<file path="src/rtl/fwd_scoreboard_unit.sv">
// Forwarding scoreboard: tracks in-flight register writes behind EX, resolves
// per-operand forwarding selects, flags load-use hazards and counts events.
module fwd_scoreboard_unit #(
   parameter int AW    = 5,
   parameter int NSRC  = 2,
   parameter int DEPTH = 2,
   parameter int SELW  = $clog2(DEPTH + 1),
   parameter int CW    = 32
) (
   input  logic                   CLK,
   input  logic                   nRST,
   input  logic                   advance,
   input  logic                   flush,
   input  logic                   ex_wen,
   input  logic [AW-1:0]          ex_dest,
   input  logic                   ex_is_load,
   input  logic [NSRC*AW-1:0]     src_addr,
   input  logic [NSRC-1:0]        src_used,
   output logic [NSRC*SELW-1:0]   fwd_sel,
   output logic                   hazard_stall,
   output logic [CW-1:0]          stall_cnt,
   output logic [CW-1:0]          fwd_cnt
);

   localparam int NW = $clog2(NSRC + 1);

   logic [DEPTH-1:0] slot_valid;
   logic [DEPTH-1:0] slot_load;
   logic [AW-1:0]    slot_dest [DEPTH];
   logic [NW-1:0]    fwd_num;
   logic [CW:0]      fwd_sum;
   logic [AW-1:0]    src;
   logic             hit;

   // Youngest matching slot wins; a load still in slot 0 cannot forward yet.
   always_comb begin
      fwd_sel      = '0;
      hazard_stall = 1'b0;
      fwd_num      = '0;
      src          = '0;
      hit          = 1'b0;
      for (int i = 0; i < NSRC; i++) begin
         src = src_addr[i*AW +: AW];
         hit = 1'b0;
         for (int k = 0; k < DEPTH; k++) begin
            if (!hit && slot_valid[k] && (slot_dest[k] == src) && src_used[i] && (src != '0)) begin
               hit = 1'b1;
               if ((k == 0) && slot_load[k]) begin
                  hazard_stall = 1'b1;
               end else begin
                  fwd_sel[i*SELW +: SELW] = SELW'(k + 1);
                  fwd_num = fwd_num + NW'(1);
               end
            end
         end
      end
   end

   assign fwd_sum = {1'b0, fwd_cnt} + {{(CW + 1 - NW){1'b0}}, fwd_num};

   // A stalled or flushed EX instruction enters as a bubble.
   always_ff @(posedge CLK or negedge nRST) begin
      if (!nRST) begin
         slot_valid <= '0;
         slot_load  <= '0;
         for (int k = 0; k < DEPTH; k++) begin
            slot_dest[k] <= '0;
         end
      end else if (advance) begin
         for (int k = DEPTH - 1; k > 0; k--) begin
            slot_valid[k] <= slot_valid[k-1];
            slot_load[k]  <= slot_load[k-1];
            slot_dest[k]  <= slot_dest[k-1];
         end
         slot_valid[0] <= ex_wen & (ex_dest != '0) & ~flush & ~hazard_stall;
         slot_load[0]  <= ex_is_load;
         slot_dest[0]  <= ex_dest;
      end
   end

   always_ff @(posedge CLK or negedge nRST) begin
      if (!nRST) begin
         stall_cnt <= '0;
         fwd_cnt   <= '0;
      end else if (advance) begin
         if (hazard_stall && (stall_cnt != '1)) begin
            stall_cnt <= stall_cnt + CW'(1);
         end
         if (!hazard_stall) begin
            fwd_cnt <= fwd_sum[CW] ? '1 : fwd_sum[CW-1:0];
         end
      end
   end

endmodule

</file>
<file path="config.mk">
export PLATFORM = sky130hd
export DESIGN_NAME = fwd_scoreboard_unit
export DESIGN_NICKNAME = d
export VERILOG_FILES = /design/src/rtl/fwd_scoreboard_unit.sv
export SDC_FILE = /design/constraint.sdc
export NUM_CORES = 1
export LEC_CHECK = 0
export CORE_MARGIN = 2
export CORE_UTILIZATION = 40
export DETAILED_ROUTE_END_ITERATION = 6
export PLACE_DENSITY_LB_ADDON = 0.3
export SLEW_MARGIN = 25
export SYNTH_ARGS = -nofsm -noshare
export SYNTH_HDL_FRONTEND = slang
export SYNTH_SLANG_ARGS = --single-unit
</file>
<file path="constraint.sdc">
create_clock -name CLK -period 3.16 [get_ports CLK]
set_input_delay 0.79 -clock CLK [delete_from_list [all_inputs] [get_ports CLK]]
set_output_delay 0.79 -clock CLK [all_outputs]
set_load 0.005 [all_outputs]
</file>
==> results.json <==
{
  "rsz0062_at_grt": "yes",
  "p_per_area_nw_per_um2": 323,
  "drtPass1Iterations": 5,
  "syn_area_per_cell_um2": 9.76,
  "async_reset_ff_share_pct": 100,
  "critPathMaxFanout": 4,
  "cts-buffers-inserted": 9,
  "synth-edff-count": 0,
  "core-area_um2": 10800,
  "status": "finished with violations",
  "cts_root_buf": "clkbuf_8",
  "cts_hold_buf": 0,
  "drt_iter0_drc": 195,
  "cts_htree_levels": 3,
  "wl_per_cell_um": 16.7,
  "synth_area_um2": 4400,
  "final_cell_mix": "dfrtp_1, clkdlybuf4s50_1, buf_4",
  "hold_viol": 0,
  "fill_cells": 906,
  "path_clk_slew_ns": 0.08,
  "final_common_cell": "dfrtp_1",
  "viasPerCell": 5.63,
  "cts_tree": "built",
  "finalSetupTns_ns": -17.40,
  "postPlaceCellArea_um2": 5840,
  "timing.max_slew.rel_slack_pct": 49.2,
  "hold_class": "in -> async",
  "synthDistinctLibCells": 48,
  "final-max-slew-violation-count": 0,
  "stdcell_area_um2": 6470,
  "syn_nets": 481,
  "grt_pass1_vias": 4110,
  "yosysWarnings": 0,
  "io_pins": 92,
  "dp_hpwl_um": 8160,
  "fmax_ghz": 0.265,
  "critPathLaunchType": "input port",
  "die_h_um": 109,
  "portBuffers": 91,
  "finalWeightedCongestion": 0.847,
  "die-area_um2": 11900,
  "syn_inst": 451,
  "drc_errors": 0,
  "initial_utilization_pct": 40.8,
  "fin_crit_sh_pct": 120,
  "cp.arrival_ns": 4.05,
  "grt-ovfl-total": 0,
  "critPathRequiredTime_ns": 3.43,
  "antenna_found_initial": 0,
  "synthFlopType": "dfrtp_1",
  "synth_seq_cells": 77,
  "setup_slack_ns": -0.619,
  "yosysSeqAreaShare_pct": 43.8,
  "leakagePower_nw": 2.82,
  "grt_max_degree": 78,
  "drive_gt1_share_pct": 29.7,
  "final_nets": 629,
  "crit_path_end_kind": "flop",
  "cap_violations": 0,
  "die_w_um": 109,
  "violations": "setup timing",
  "area_growth_pct": 47.0,
  "grtUsageTotal_pct": 21.3,
  "cts_buffer_depth": 2,
  "setup_viol": 33,
  "rows": 38,
  "clk_latency_ns": 0.35,
  "peakVddDrop_v": 0.000257,
  "grt_pass1_wl_um": 20000,
  "crit_type": "in -> reg",
  "num_antenna_cells": 0,
  "wl_um": 12400,
  "period_needed_ns": 3.78,
  "fin_skew_ns": 0.0127,
  "vias": 4178,
  "tightestPinTransition_ns": 0.756,
  "cts_sinks": 77,
  "drtAntennaViolNets": 0,
  "place_ws_ns": -1.23
}
## cell type report
type	count	area [µm²]	share of cell area [%]
clock buffer	12	145	2.24
clock inverter	2	35.0	0.542
inverter	14	57.6	0.890
multi-input combinational	337	2670	41.3
sequential	77	1930	29.8
tap	140	175	2.71
timing repair buffer	160	1460	22.5
## synth_stat cells (3+ instances only)
| cell type | instances | area [µm²] |
|---|---|---|
| dfrtp_1 | 77 | 1930 |
| nand2_1 | 41 | 154 |
| nand4_1 | 34 | 213 |
| xnor2_1 | 33 | 289 |
| a31oi_1 | 27 | 169 |
| nor3_1 | 25 | 125 |
| and3_1 | 23 | 144 |
| nand3_1 | 21 | 105 |
| mux2_2 | 20 | 225 |
| xor2_1 | 20 | 175 |
| nor2_1 | 19 | 71.3 |
| inv_1 | 13 | 48.8 |
| a21oi_1 | 11 | 55.1 |
| and4_1 | 8 | 70.1 |
| buf_2 | 8 | 40.0 |
| clkbuf_1 | 8 | 30.0 |
| ha_1 | 6 | 75.1 |
| nor4_1 | 6 | 37.5 |
| a41oi_1 | 4 | 35.0 |
| and2_1 | 4 | 25.0 |
| or4_1 | 4 | 30.0 |
| buf_1 | 3 | 11.3 |
| o21ai_2 | 3 | 26.3 |
| or3_1 | 3 | 18.8 |
## state kept, by name (all words and copies together), names as in the netlist
register    cells
slot_valid      2
slot_dest      10
fwd_cnt        32
slot_load       1
stall_cnt      32
## per-layer routing
metal	vias up	wire length [µm]	global-route usage, %
met1	2079	5510	27.1
met4	0	238	8.33
met5	-	0	0
met3	22	481	2.87
met2	125	6130	36.6
li1	1952	-	-
## timing repair
action	CTS	global route
pin swaps	29	24
endpoints found under the setup margin	37	36
setup buffers	14	5
resized for setup	83	28
cloned	0	1
## final timing paths
check	startpoint	to	slack [ns]	depth (start not counted)
worst min-delay path	nRST	stall_cnt[23]	0.46	1
min in group CLK	stall_cnt[13]	stall_cnt[13]	0.48	1
worst max register to register	slot_dest[9]	fwd_cnt[11]	-0.31	18
max in group asynchronous	nRST	slot_valid[1]	2.21	1
worst max-delay path	src_addr[3]	fwd_cnt[11]	-0.62	19
worst min register to register	stall_cnt[13]	stall_cnt[13]	0.48	1
## metrics by stage
stage / total power [mW] / cells / hold WS (ns) / utilization, %
floorplan: 1.20 / 451 / 0.477 / -
global placement: 1.34 / 708 / 0.471 / 54.1
detailed placement: 1.35 / 708 / 0.474 / 54.1
CTS: 2.08 / 736 / 0.487 / 58.3
global route: 2.18 / 742 / 0.494 / 59.9
finish: 2.09 / 742 / 0.457 / 59.9
## power breakdown
| group | switching, mW | internal, mW |
|---|---|---|
| combinational | 0.128 | 0.157 |
| clock | 0.353 | 0.378 |
| sequential | 0.0536 | 1.02 |
## worst max-delay path: stages
cell and delay [ns]:
buf_6 0.09, or4_4 0.53, o21ai_4 0.19, nor3_4 0.08
buf_6 0.13, nand2b_4 0.07, inv_4 0.04, ha_4 0.26
nand3_2 0.06, xor2_1 0.15, mux2i_2 0.20, buf_4 0.16
fa_2 0.20, inv_2 0.05, nor4_4 0.24, nand4_2 0.19
buf_4 0.19, and3_2 0.24, a31oi_1 0.17
## logic make-up (layout without fill, tap and decap cells)
group	after synthesis	in the layout	share of synthesized area (%)
and+or+nand+nor	199	200	25.2
adders and majority gates	7	7	2.16
xor gates and xnor gates	53	53	10.5
muxes	25	25	6.51
buffers and inverters	38	188	4.09
AOI/OAI and AO/OA	52	52	7.70
DFF	77	77	43.8
(Power assumes the default switching activity.)
